--- src/rtl/neg_seq_new.sv ---
`default_nettype none
// ============================================================================
// Module   : neg_seq_new
// Brief    : Multi-cycle two's-complement negate / absolute value, CHUNK bits
//            per cycle with a registered inter-chunk carry.
//            Optional zero flag output z: define NEG_SEQ_ZERO_FLAG_EN.
// Revision : 1.0 - initial release
// ============================================================================
module neg_seq_new #(
    parameter int WIDTH = 32,
    parameter int CHUNK = 8
) (
    input  logic                    clk,
    input  logic                    clr,
    input  logic                    start,
    input  logic                    mode,
    input  logic [WIDTH-1:0]        x,
    output logic                    busy,
    output logic                    done,
    output logic signed [WIDTH-1:0] y,
    output logic                    ovf
`ifdef NEG_SEQ_ZERO_FLAG_EN
    ,
    output logic                    z
`endif
);

    localparam int NCH = WIDTH / CHUNK;
    localparam int KW  = (NCH > 1) ? $clog2(NCH) : 1;

    typedef enum logic [1:0] {
        S_IDLE = 2'd0,
        S_RUN  = 2'd1,
        S_DONE = 2'd2
    } state_t;

    state_t           r_state;
    state_t           w_next;
    logic [WIDTH-1:0] r_op;
    logic             r_carry;
    logic [KW-1:0]    r_k;

    logic             w_accept;
    logic             w_last;
    logic             w_invert;
    logic             w_min;
    logic [CHUNK-1:0] w_op_chunk;
    logic [CHUNK:0]   w_sum;

    // Abs mode only inverts negative operands; negate always inverts.
    assign w_accept   = start && (r_state != S_RUN);
    assign w_last     = (r_k == KW'(NCH - 1));
    assign w_invert   = ~mode | x[WIDTH-1];
    assign w_min      = (x == {1'b1, {(WIDTH-1){1'b0}}});
    assign w_op_chunk = r_op[r_k*CHUNK +: CHUNK];
    assign w_sum      = {1'b0, w_op_chunk} + {{CHUNK{1'b0}}, r_carry};

    assign busy = (r_state == S_RUN);
    assign done = (r_state == S_DONE);

    always_ff @(posedge clk) begin
        if (clr) begin
            r_state <= S_IDLE;
        end else begin
            r_state <= w_next;
        end
    end

    always_comb begin
        w_next = r_state;
        case (r_state)
            S_IDLE:  if (start) w_next = S_RUN;
            S_RUN:   if (w_last) w_next = S_DONE;
            S_DONE:  w_next = start ? S_RUN : S_IDLE;
            default: w_next = S_IDLE;
        endcase
    end

    always_ff @(posedge clk) begin
        if (clr) begin
            y       <= '0;
            ovf     <= 1'b0;
            r_op    <= '0;
            r_carry <= 1'b0;
            r_k     <= '0;
        end else if (w_accept) begin
            r_op    <= w_invert ? ~x : x;
            r_carry <= w_invert;
            ovf     <= w_min;
            r_k     <= '0;
        end else if (r_state == S_RUN) begin
            // Final carry-out of the top chunk is dropped on the next accept.
            y[r_k*CHUNK +: CHUNK] <= w_sum[CHUNK-1:0];
            r_carry               <= w_sum[CHUNK];
            r_k                   <= w_last ? '0 : r_k + 1'b1;
        end
    end

`ifdef NEG_SEQ_ZERO_FLAG_EN
    logic r_zacc;
    logic w_chunk_zero;

    assign w_chunk_zero = (w_sum[CHUNK-1:0] == '0);

    always_ff @(posedge clk) begin
        if (clr) begin
            z      <= 1'b0;
            r_zacc <= 1'b0;
        end else if (w_accept) begin
            z      <= 1'b0;
            r_zacc <= 1'b1;
        end else if (r_state == S_RUN) begin
            r_zacc <= r_zacc & w_chunk_zero;
            if (w_last) begin
                z <= r_zacc & w_chunk_zero;
            end
        end
    end
`endif

endmodule
`default_nettype wire
--- config.mk ---
export PLATFORM = sky130hd
export DESIGN_NAME = neg_seq_new
export DESIGN_NICKNAME = d
export VERILOG_FILES = /design/src/rtl/neg_seq_new.sv
export SDC_FILE = /design/constraint.sdc
export NUM_CORES = 1
export LEC_CHECK = 0
export CORE_UTILIZATION = 52
export CTS_BUF_LIST = sky130_fd_sc_hd__clkbuf_8
export DETAILED_ROUTE_END_ITERATION = 10
export PLACE_DENSITY = 0.79
export SYNTH_ARGS = -nofsm -noshare
export SYNTH_HDL_FRONTEND = slang
export SYNTH_SLANG_ARGS = --single-unit
export TNS_END_PERCENT = 5
--- constraint.sdc ---
create_clock -name clk -period 3.4 [get_ports clk]
set_clock_uncertainty 0.2 [all_clocks]
set_input_delay 0.68 -clock clk [delete_from_list [all_inputs] [get_ports clk]]
set_output_delay 0.68 -clock clk [all_outputs]
set_load 0.005 [all_outputs]
==> results.py, run 1 <==
metrics = {
    "status": {
        "status": "complete, no violations",
    },
    "die": {
        "die_y_um": 80.87,
        "initial_core_util": 0.5431,
        "core_area_um2": 5956,
        "ios": 71,
        "die_w_um": 80.87,
        "rows": 28,
        "die_area_um2": 6539,
    },
    "logic_synthesis": {
        "syn_area_per_cell_um2": 8.765,
        "netlist_area_um2": 3234,
        "synth.distinct_cells": 34,
        "syn_nets": 413,
        "async_flop_share": 0,
        "synth_edf_count": 0,
        "synth-main-ff-cell": "dfxtp_1",
        "yosysWarnings": 0,
        "ys_ff_latch": 70,
        "syn_inst": 369,
        "seq_area_frac_synth": 0.4333,
    },
    "timing": {
        "drv_slew": 0,
        "layout_min_cycle_time_ns": 2.738,
        "setup_viol": 0,
        "grt_setup_unrepaired": "false",
        "fin_crit_sh": 0.8052,
        "slew_headroom": 0.6117,
        "max_freq_ghz": 0.3653,
        "finalHoldViolCount": 0,
        "tightest_slew_ns": 0.5825,
        "fin_tns_setup_ns": 0,
    },
    "hold_path": {
        "hp-class": "flip-flop to flip-flop",
        "hold_start": "y[27]$_SDFFE_PP0P_",
        "whs_endpoint": "y[27]$_SDFFE_PP0P_",
        "hold_depth": 2,
    },
    "detailed_routing": {
        "vias_per_cell": 5.380,
        "drtPass1Iterations": 5,
        "drt_iter0_markers": 88,
        "wl_per_cell_um": 13.78,
        "totalWireLength_um": 7108,
        "vias": 2776,
        "ant_nets": 0,
        "drc_errors": 0,
    },
    "placement": {
        "io_buffers": 70,
        "place_congestion": 0.7908,
        "place_inst": 500,
        "dp_hpwl_um": 5354,
    },
    "clock_tree": {
        "root_buffer": "clkbuf_8",
        "clk_latency_ns": 0.34,
        "cts_buffers": 9,
        "path_clk_slew_ns": 0.07,
        "hold_buffers": 0,
        "tritoncts": "built",
        "clock-sinks": 70,
        "post_cts_buffers": 0,
        "post_cts_resized": 0,
        "htree_levels": 3,
        "cts_max_path_buffers": 2,
    },
    "setup_path": {
        "r2r_cells": 6,
        "worst_setup_path_start_kind": "flip-flop",
        "regToRegSetupSlack_ns": 0.84,
        "critical-path-slowest-cell": "clkdlybuf4s50_1",
        "required_ns": 2.52,
        "critPathKind": "flip-flop to output port",
        "worstPathArrival_ns": 1.86,
        "cp_max_fo": 12,
        "cp_cell_sequence": "nand2b_1 -> inv_1 -> clkdlybuf4s50_1",
        "worstReg2RegStart": "r_k[0]$_SDFFE_PP0P_",
        "end_kind": "output port",
        "r2r-end": "y[23]$_SDFFE_PP0P_",
        "max_stage_delay_ns": 0.57,
    },
    "final_layout": {
        "n_antenna_cell": 0,
        "finalNetCount": 480,
        "n_fill_cell": 477,
        "syn_to_final_growth_pct": 31.57,
        "instances_no_fill": 516,
        "layout-drive-gt1-share": 0.07483,
    },
    "global_route": {
        "grt_pass1_vias": 2625,
        "track_usage": 0.2326,
        "grt_overflow": 0,
        "grt_pass1_wl_um": 11500,
        "antenna_found_initial": 0,
        "grt_start_max_net_pins": 67,
    },
    "flow_run": {
        "drv_cap": 0,
    },
    "power_and_ir_drop": {
        "p_leak_nw": 1.661,
        "ir_drop_uv": 293.5,
        "power_density_nw_per_um2": 459.2,
    },
}
## routing by layer
layer	wire (µm)	vias to the layer above	track usage
met1	3050	1288	0.2635
li1	-	1406	-
met2	3694	74	0.4252
met4	83	0	0.1054
met5	0	-	0
met3	280	8	0.03708
## critical path, delay by kind of cell, from the launching register on
family | cells | cell delay [ns]
and+or+nand+nor | 1 | 0.28
buffers and inverters | 2 | 0.92
DFF | 1 | 0.32
## through the flow
step | utilization | power, mW | hold slack, ns | worst slack, ns | area [µm²]
6_report | 0.7145 | 1.954 | 0.2564 | 0.6624 | 4255
4_1_cts | 0.7145 | 1.965 | 0.2625 | 0.6582 | 4255
3_3_place_gp | 0.6731 | 1.149 | 0.2401 | 0.9122 | 4009
5_1_grt | 0.7145 | 2.026 | 0.3001 | 0.5527 | 4255
2_1_floorplan | - | 1.053 | 0.2459 | 0.9711 | 3234
3_5_place_dp | 0.6731 | 1.155 | 0.2445 | 0.8597 | 4009
## Yosys cell counts, types with 2 or more instances
cell type / count / area [µm²]
inv_1: 4 / 15.01
buf_2: 3 / 15.01
o21ai_0: 12 / 60.06
nand3_1: 3 / 15.01
nor2b_1: 7 / 43.79
a221o_1: 4 / 40.04
nor3_1: 4 / 20.02
nand2b_1: 6 / 37.54
buf_1: 6 / 22.52
mux4_2: 4 / 90.09
a21oi_1: 41 / 205.2
dfxtp_1: 70 / 1401
a22oi_1: 12 / 90.09
a22o_1: 4 / 35.03
ha_1: 8 / 100.1
nor4_1: 9 / 56.30
nand4_1: 2 / 12.51
clkbuf_1: 11 / 41.29
xor2_1: 35 / 306.5
nand2_1: 22 / 82.58
nor2_1: 86 / 322.8
mux4_1: 4 / 105.1
## layout by cell type (no fill, tap or decap), types with 2 or more instances in the layout
cell / count
ha_1: 8
nand2_1: 21
nand4_1: 2
clkinv_2: 2
clkbuf_8: 10
dfxtp_1: 70
nand2b_1: 6
nor3_1: 4
a22oi_1: 12
o21ai_0: 12
a21oi_1: 41
mux4_1: 4
mux4_2: 4
nor4_1: 9
nand3_1: 3
bufinv_16: 3
inv_1: 4
a221o_1: 4
clkdlybuf4s50_1: 69
nor2_1: 86
nor2b_1: 6
a22o_1: 4
buf_4: 6
xor2_1: 35
## cells by family after synthesis
logic type / Yosys count / synth area share
compound gates: 74 / 0.1354
simple gates: 147 / 0.2054
flops: 70 / 0.4333
mux: 9 / 0.06499
fa+ha+maj: 8 / 0.03095
buf+inv: 25 / 0.03249
xor+xnor: 36 / 0.09748
## worst max-delay path by stage
stage                                        from            endpoint  slack (ns)
after detailed placement      r_k[0]$_SDFFE_PP0P_  y[23]$_SDFFE_PP0P_        0.86
after floorplan               r_k[0]$_SDFFE_PP0P_  y[15]$_SDFFE_PP0P_        0.97
after global placement        r_k[0]$_SDFFE_PP0P_  y[31]$_SDFFE_PP0P_        0.91
final                     r_state[1]$_SDFFE_PP0P_                busy        0.66
after CTS                 r_state[1]$_SDFFE_PP0P_                busy        0.66
after global routing      r_state[1]$_SDFFE_PP0P_                busy        0.55
## registers in the layout (all words and copies together), names as in the netlist
register  count
r_op         32
ovf           1
r_k           2
y            32
r_carry       1
r_state       2
## power by group
| group | internal, mW | total [mW] | leakage [nW] | switching (mW) |
|---|---|---|---|---|
| Sequential | 0.853 | 0.877 | 0.570 | 0.0239 |
| Clock | 0.506 | 0.817 | 0.126 | 0.311 |
| Combinational | 0.123 | 0.261 | 0.966 | 0.138 |
## final cells by class
class,instances,area (µm²),share of cell area
multi-input combinational,274,1738,0.4084
sequential,70,1401,0.3293
timing repair buffer,77,760.7,0.1788
clock buffer,10,137.6,0.03234
clock inverter,6,108.9,0.02558
tap,75,93.84,0.02205
inverter,4,15.01,0.003528
No activity file was read; power rests on OpenSTA's default activity.
==> inputs of run 2 (changes only) <==
--- a/config.mk
+++ b/config.mk
@@ -5,10 +5,10 @@
 export SDC_FILE = /design/constraint.sdc
 export NUM_CORES = 1
 export LEC_CHECK = 0
-export CORE_UTILIZATION = 52
+export CORE_UTILIZATION = 47
 export CTS_BUF_LIST = sky130_fd_sc_hd__clkbuf_8
 export DETAILED_ROUTE_END_ITERATION = 10
-export PLACE_DENSITY = 0.79
+export PLACE_DENSITY = 0.75
 export SYNTH_ARGS = -nofsm -noshare
 export SYNTH_HDL_FRONTEND = slang
 export SYNTH_SLANG_ARGS = --single-unit
==> constraint.sdc (replaced) <==
create_clock -name clk -period 2.4 [get_ports clk]
set_clock_uncertainty 0.2 [all_clocks]
set_input_delay 0.48 -clock clk [delete_from_list [all_inputs] [get_ports clk]]
set_output_delay 0.48 -clock clk [all_outputs]
set_load 0.005 [all_outputs]
==> run 2 against run 1 <==
  * The flow now finishes with violations (design-rule violations)
  * Combinational power rose by 48%
  * Via count rose by 1.3%
  * Worst hold slack improved by 0.0037 ns
  * Count of clock-buffer cells in the layout did not move
  * Critical path depth rose by 3
  * Design area rose by 0.85%
  * Final cell count rose by 0.97%
  * Setup slack got worse by 0.55 ns
  * Flip-flop and latch count did not move
  * Core utilization fell by 5.4 points
  * Sequential power rose by 43%
  * Largest cell class unchanged
  * Largest power group unchanged
  * Highest routed layer unchanged
==> results.py, run 2 (same netlist as run 1, synthesis figures left out) <==
metrics = {
    "final_layout": {
        "utilization": 0.6608,
        "n_antenna_cell": 0,
        "final_cell_mix": "86 x nor2_1, 69 x clkdlybuf4s50_1, 68 x dfxtp_1",
        "reg_top3": "r_op: 32 flops, y: 32 flops",
        "layout-drive-gt1-share": 0.08784,
        "syn_to_final_growth_pct": 32.69,
        "finalInstanceArea_um2": 4292,
        "finalNetCount": 483,
        "mostFrequentLayoutCell": "nor2_1",
    },
    "global_route": {
        "grt_start_max_net_pins": 67,
        "grt_pass1_vias": 2751,
        "grt_pass1_wl_um": 12630,
        "track_usage": 0.2219,
        "antenna_found_initial": 0,
        "grt_overflow": 0,
    },
    "clock_tree": {
        "cts_buffers": 9,
        "htree_levels": 3,
        "post_cts_buffers": 0,
        "clock-sinks": 70,
        "path_clk_slew_ns": 0.08,
        "tritoncts": "built",
        "cts_max_path_buffers": 2,
        "clk_latency_ns": 0.34,
        "root_buffer": "clkbuf_8",
    },
    "timing": {
        "slew_headroom": 0.6889,
        "setup_viol": 0,
        "fin_tns_setup_ns": 0,
        "worst_hold_slack_ns": 0.2602,
        "grt_setup_unrepaired": "false",
        "tightest_slew_ns": 0.4667,
        "finalHoldViolCount": 0,
        "drv_slew": 0,
        "layout_min_cycle_time_ns": 2.290,
        "max_freq_ghz": 0.4367,
        "fin_crit_sh": 0.9542,
    },
    "die": {
        "core_area_um2": 6495,
        "ios": 71,
        "die_y_um": 84.96,
        "rows": 29,
        "die_area_um2": 7217,
        "initial_core_util": 0.4980,
        "die_w_um": 84.96,
    },
    "hold_path": {
        "hp-class": "flip-flop to flip-flop",
    },
    "power_and_ir_drop": {
        "pwr-share-comb": 0.138,
        "ir_drop_uv": 371.7,
        "power_density_nw_per_um2": 652.2,
        "p_leak_nw": 1.678,
        "seqPwrFrac": 0.445,
        "swShare": 0.2467,
        "internal_power_mw": 2.109,
        "netSwitchingPower_mw": 0.6904,
        "p_clk_frac": 0.417,
    },
    "detailed_routing": {
        "wl_per_cell_um": 14.65,
        "drtPass1Iterations": 8,
        "totalWireLength_um": 7635,
        "vias_per_cell": 5.397,
        "drc_errors": 5,
        "vias": 2812,
        "ant_nets": 0,
        "drt_iter0_markers": 108,
    },
    "setup_path": {
        "critPathTopFamily": "multiplexers",
        "end_kind": "flip-flop",
        "max_stage_delay_ns": 0.63,
        "worstPathArrival_ns": 2.33,
        "critPathBufInv": 1,
        "cp_cell_sequence": "buf_4 -> mux4_1 -> nand3_2 -> nor3b_2 -> mux2_4 -> a221o_1",
        "required_ns": 2.44,
        "cp_max_fo": 6,
        "worst_setup_path_start_kind": "flip-flop",
        "critPathKind": "flip-flop to flip-flop",
        "critical-path-slowest-cell": "mux4_1",
    },
    "flow_run": {
        "drv_cap": 0,
    },
    "status": {
        "violations": "design-rule violations",
        "status": "finished with violations",
    },
    "placement": {
        "dp_hpwl_um": 5694,
        "dpl_cell_area_um2": 4048,
        "place_congestion": 0.7825,
        "io_buffers": 70,
    },
}
==> run 2: layer usage <==
metal / vias up / global-route usage / routed length (µm) / share of wire
met5: - / 0 / 0 / 0
met4: 0 / 0.09707 / 170 / 0.022
met3: 14 / 0.03599 / 359 / 0.047
met2: 102 / 0.3959 / 3868 / 0.51
met1: 1283 / 0.2630 / 3236 / 0.42
li1: 1413 / - / - / -
==> run 2: power by group through the flow <==
stage               clock (mW)  combinational (mW)  sequential [mW]
global placement             0               0.374             1.27
CTS                       1.18               0.387             1.24
global route              1.23               0.428             1.25
detailed placement           0               0.386             1.27
floorplan                    0               0.238             1.25
finish                    1.17               0.386             1.25
==> run 2: tightest hold or removal path, stage by stage (launching register included) <==
cell	delay, ns
dfxtp_1	0.33
nand2_1	0.05
o21ai_0	0.05
==> run 2: what timing repair did <==
action | in CTS | in global routing
setup endpoints to repair | 0 | 19
hold buffers | 0 | 0
gates resized for setup | 0 | 2
==> run 2: worst paths after layout <==
| path | from | endpoint | slack [ns] | cells after the start |
|---|---|---|---|---|
| setup reg to reg | r_k[0]$_SDFFE_PP0P_ | y[15]$_SDFFE_PP0P_ | 0.11 | 6 |
| setup / recovery | r_k[0]$_SDFFE_PP0P_ | y[15]$_SDFFE_PP0P_ | 0.11 | 6 |
| hold reg to reg | y[3]$_SDFFE_PP0P_ | y[3]$_SDFFE_PP0P_ | 0.26 | 2 |
| hold / removal | y[3]$_SDFFE_PP0P_ | y[3]$_SDFFE_PP0P_ | 0.26 | 2 |
==> run 2: through the flow <==
stage,worst slack (ns),instances,total power [mW]
after floorplan,0.04279,369,1.491
after global placement,0.1293,505,1.641
after detailed placement,0.01901,505,1.656
after CTS,0.001086,521,2.807
after global routing,0.02529,521,2.903
final,0.1099,521,2.799
==> run 2: final cells by class <==
cell class | instances | area, µm²
clock inverter | 6 | 108.9
sequential | 70 | 1404
tap | 77 | 96.34
fill | 563 | 2203
multi-input combinational | 274 | 1734
inverter | 4 | 15.01
clock buffer | 10 | 137.6
timing repair buffer | 80 | 795.8
==> inputs of run 3 (changes only) <==
--- a/config.mk
+++ b/config.mk
@@ -8,6 +8,7 @@
 export CORE_UTILIZATION = 47
 export CTS_BUF_LIST = sky130_fd_sc_hd__clkbuf_8
 export DETAILED_ROUTE_END_ITERATION = 10
+export GPL_TIMING_DRIVEN = 0
 export PLACE_DENSITY = 0.75
 export SYNTH_ARGS = -nofsm -noshare
 export SYNTH_HDL_FRONTEND = slang
==> constraint.sdc (replaced) <==
create_clock -name clk -period 2.4 [get_ports clk]
set_clock_uncertainty 0.2 [all_clocks]
set_input_delay 0.48 -clock clk [delete_from_list [all_inputs] [get_ports clk]]
set_output_delay 0.48 -clock clk [all_outputs]
set_load 0.01 [all_outputs]
==> run 3 against run 2 <==
  * The flow still finishes with violations (design-rule violations)
  * Sequential share of layout area is 0.52 points lower
  * Final cell count increased by 1.9%
  * Critical endpoint unchanged
  * Critical path depth increased by 1
  * Worst hold slack got worse by 0.0018 ns
  * Count of clock-buffer cells in the layout unchanged
  * Setup slack worse by 0.044 ns
  * Die area unchanged
  * Largest cell class unchanged
  * Total power rose by 0.57%
  * Design area up 1.7%
  * Flip-flop and latch count unchanged
==> results.py, run 3 (same netlist as run 1, synthesis figures left out) <==
metrics = {
    "status": {
        "status": "finished with violations",
        "violations": "design-rule violations",
    },
    "hold_path": {
        "hold_start": "y[11]$_SDFFE_PP0P_",
        "hp-class": "flip-flop to flip-flop",
        "whs_endpoint": "y[11]$_SDFFE_PP0P_",
        "hold_depth": 2,
    },
    "power_and_ir_drop": {
        "netSwitchingPower_mw": 0.7055,
        "power_density_nw_per_um2": 645.1,
        "seqPwrFrac": 0.441,
        "p_leak_nw": 1.656,
        "total_power_mw": 2.815,
        "internal_power_mw": 2.110,
        "swShare": 0.2506,
        "ir_drop_uv": 332.5,
        "pwr-share-comb": 0.145,
        "p_clk_frac": 0.415,
    },
    "placement": {
        "place_inst": 516,
        "post-place-ws_ns": -0.2099,
        "dp_hpwl_um": 5820,
        "place_congestion": 0.8090,
        "dpl_cell_area_um2": 4033,
        "io_buffers": 70,
    },
    "detailed_routing": {
        "totalWireLength_um": 7657,
        "ant_nets": 0,
        "vias_per_cell": 5.424,
        "vias": 2880,
        "drt_iter0_markers": 159,
        "drc_errors": 5,
        "wl_per_cell_um": 14.42,
        "drtPass1Iterations": 7,
    },
    "die": {
        "die_area_um2": 7217,
        "rows": 29,
        "core_area_um2": 6495,
        "die_y_um": 84.96,
        "die_w_um": 84.96,
        "ios": 71,
        "initial_core_util": 0.4980,
    },
    "setup_path": {
        "critPathKind": "flip-flop to flip-flop",
        "worstReg2RegStart": "r_k[1]$_SDFFE_PP0P_",
        "regToRegSetupSlack_ns": 0.07,
        "worstPathArrival_ns": 2.42,
        "r2r-end": "y[15]$_SDFFE_PP0P_",
        "required_ns": 2.49,
        "worst_setup_path_start_kind": "flip-flop",
        "cp_max_fo": 9,
        "end_kind": "flip-flop",
        "r2r_cells": 7,
    },
    "final_layout": {
        "utilization": 0.6719,
        "finalNetCount": 493,
        "layout-drive-gt1-share": 0.09692,
        "n_antenna_cell": 0,
        "n_fill_cell": 539,
        "mostFrequentLayoutCell": "nor2_1",
        "instances_no_fill": 531,
        "finalInstanceArea_um2": 4364,
        "syn_to_final_growth_pct": 34.93,
        "reg_top3": "r_op: 32 flops, y: 32 flops",
        "final_cell_mix": "86 x nor2_1, 70 x clkdlybuf4s50_1, 69 x dfxtp_1",
    },
    "clock_tree": {
        "root_buffer": "clkbuf_8",
        "clock-sinks": 70,
        "clk_latency_ns": 0.35,
        "path_clk_slew_ns": 0.07,
        "tritoncts": "built",
        "cts_max_path_buffers": 2,
        "htree_levels": 3,
        "hold_buffers": 0,
        "cts_buffers": 9,
    },
    "timing": {
        "fin_crit_sh": 0.9727,
        "fin_tns_setup_ns": 0,
        "setup_viol": 0,
        "finalWorstSetupSlack_ns": 0.06550,
        "slew_headroom": 0.6732,
        "layout_min_cycle_time_ns": 2.335,
        "worst_hold_slack_ns": 0.2584,
        "max_freq_ghz": 0.4284,
        "finalHoldViolCount": 0,
        "drv_slew": 0,
        "tightest_slew_ns": 0.4902,
    },
    "global_route": {
        "grt_overflow": 0,
        "track_usage": 0.2219,
        "antenna_found_initial": 0,
        "grt_start_max_net_pins": 13,
        "grt_pass1_wl_um": 12430,
        "grt_pass1_vias": 2654,
    },
    "flow_run": {
        "drv_cap": 0,
    },
}
run 3: changes by cell type in the layout (fill, tap and decap cells not counted), sizes merged:
cell | before | now
buf | 11 | 9
clkbuf | 10 | 21
clkdlybuf4s50 | 69 | 70
run 3: power groups by stage:
stage	combinational, mW	clock [mW]	sequential, mW
finish	0.407	1.17	1.24
global route	0.448	1.23	1.24
CTS	0.393	1.18	1.24
detailed placement	0.381	0	1.27
global placement	0.372	0	1.27
floorplan	0.239	0	1.26
run 3: worst max-delay path by stage:
stage                                  from              endpoint  slack (ns)
global placement                       mode  r_op[3]$_SDFFE_PP0P_       -0.17
floorplan               r_k[0]$_SDFFE_PP0P_    y[15]$_SDFFE_PP0P_        0.04
detailed placement                     mode  r_op[0]$_SDFFE_PP0P_       -0.21
CTS                 r_state[1]$_SDFFE_PP0P_                  busy        0.04
global route            r_k[1]$_SDFFE_PP0P_    y[15]$_SDFFE_PP0P_       -0.03
finish                  r_k[1]$_SDFFE_PP0P_    y[15]$_SDFFE_PP0P_        0.07
run 3: final cells by class:
type	instances	area (µm²)	share of cell area
Multi-Input combinational cell	274	1795	0.4114
Sequential cell	70	1405	0.3220
Timing Repair Buffer	71	708.2	0.1623
Clock buffer	10	137.6	0.03154
Clock inverter	6	108.9	0.02494
Tap cell	77	96.34	0.02208
Buffer	19	95.09	0.02179
Inverter	4	17.52	0.004014
run 3: routing by layer:
layer / up-vias / global-route usage / wire length [µm] / part of all wire
li1: 1429 / - / - / -
met2: 94 / 0.3702 / 3877 / 0.51
met3: 9 / 0.04475 / 361 / 0.047
met4: 0 / 0.1125 / 99 / 0.013
met5: - / 0 / 0 / 0
met1: 1348 / 0.2728 / 3318 / 0.43
run 3: worst max-delay path, cell delays in order (launching register included):
cell and delay, ns:
dfxtp_1 0.40, clkbuf_4 0.24, inv_1 0.10, ha_1 0.25, nor4bb_2 0.33, and3_1 0.30, nor2b_1 0.26, a221o_1 0.19
run 3: timing repair:
action | 4_1_cts | 5_1_grt
gates resized for setup | 11 | 12
hold endpoints to repair | 0 | 0
buffers inserted | 1 | 0
endpoints found under the setup margin | 23 | 23
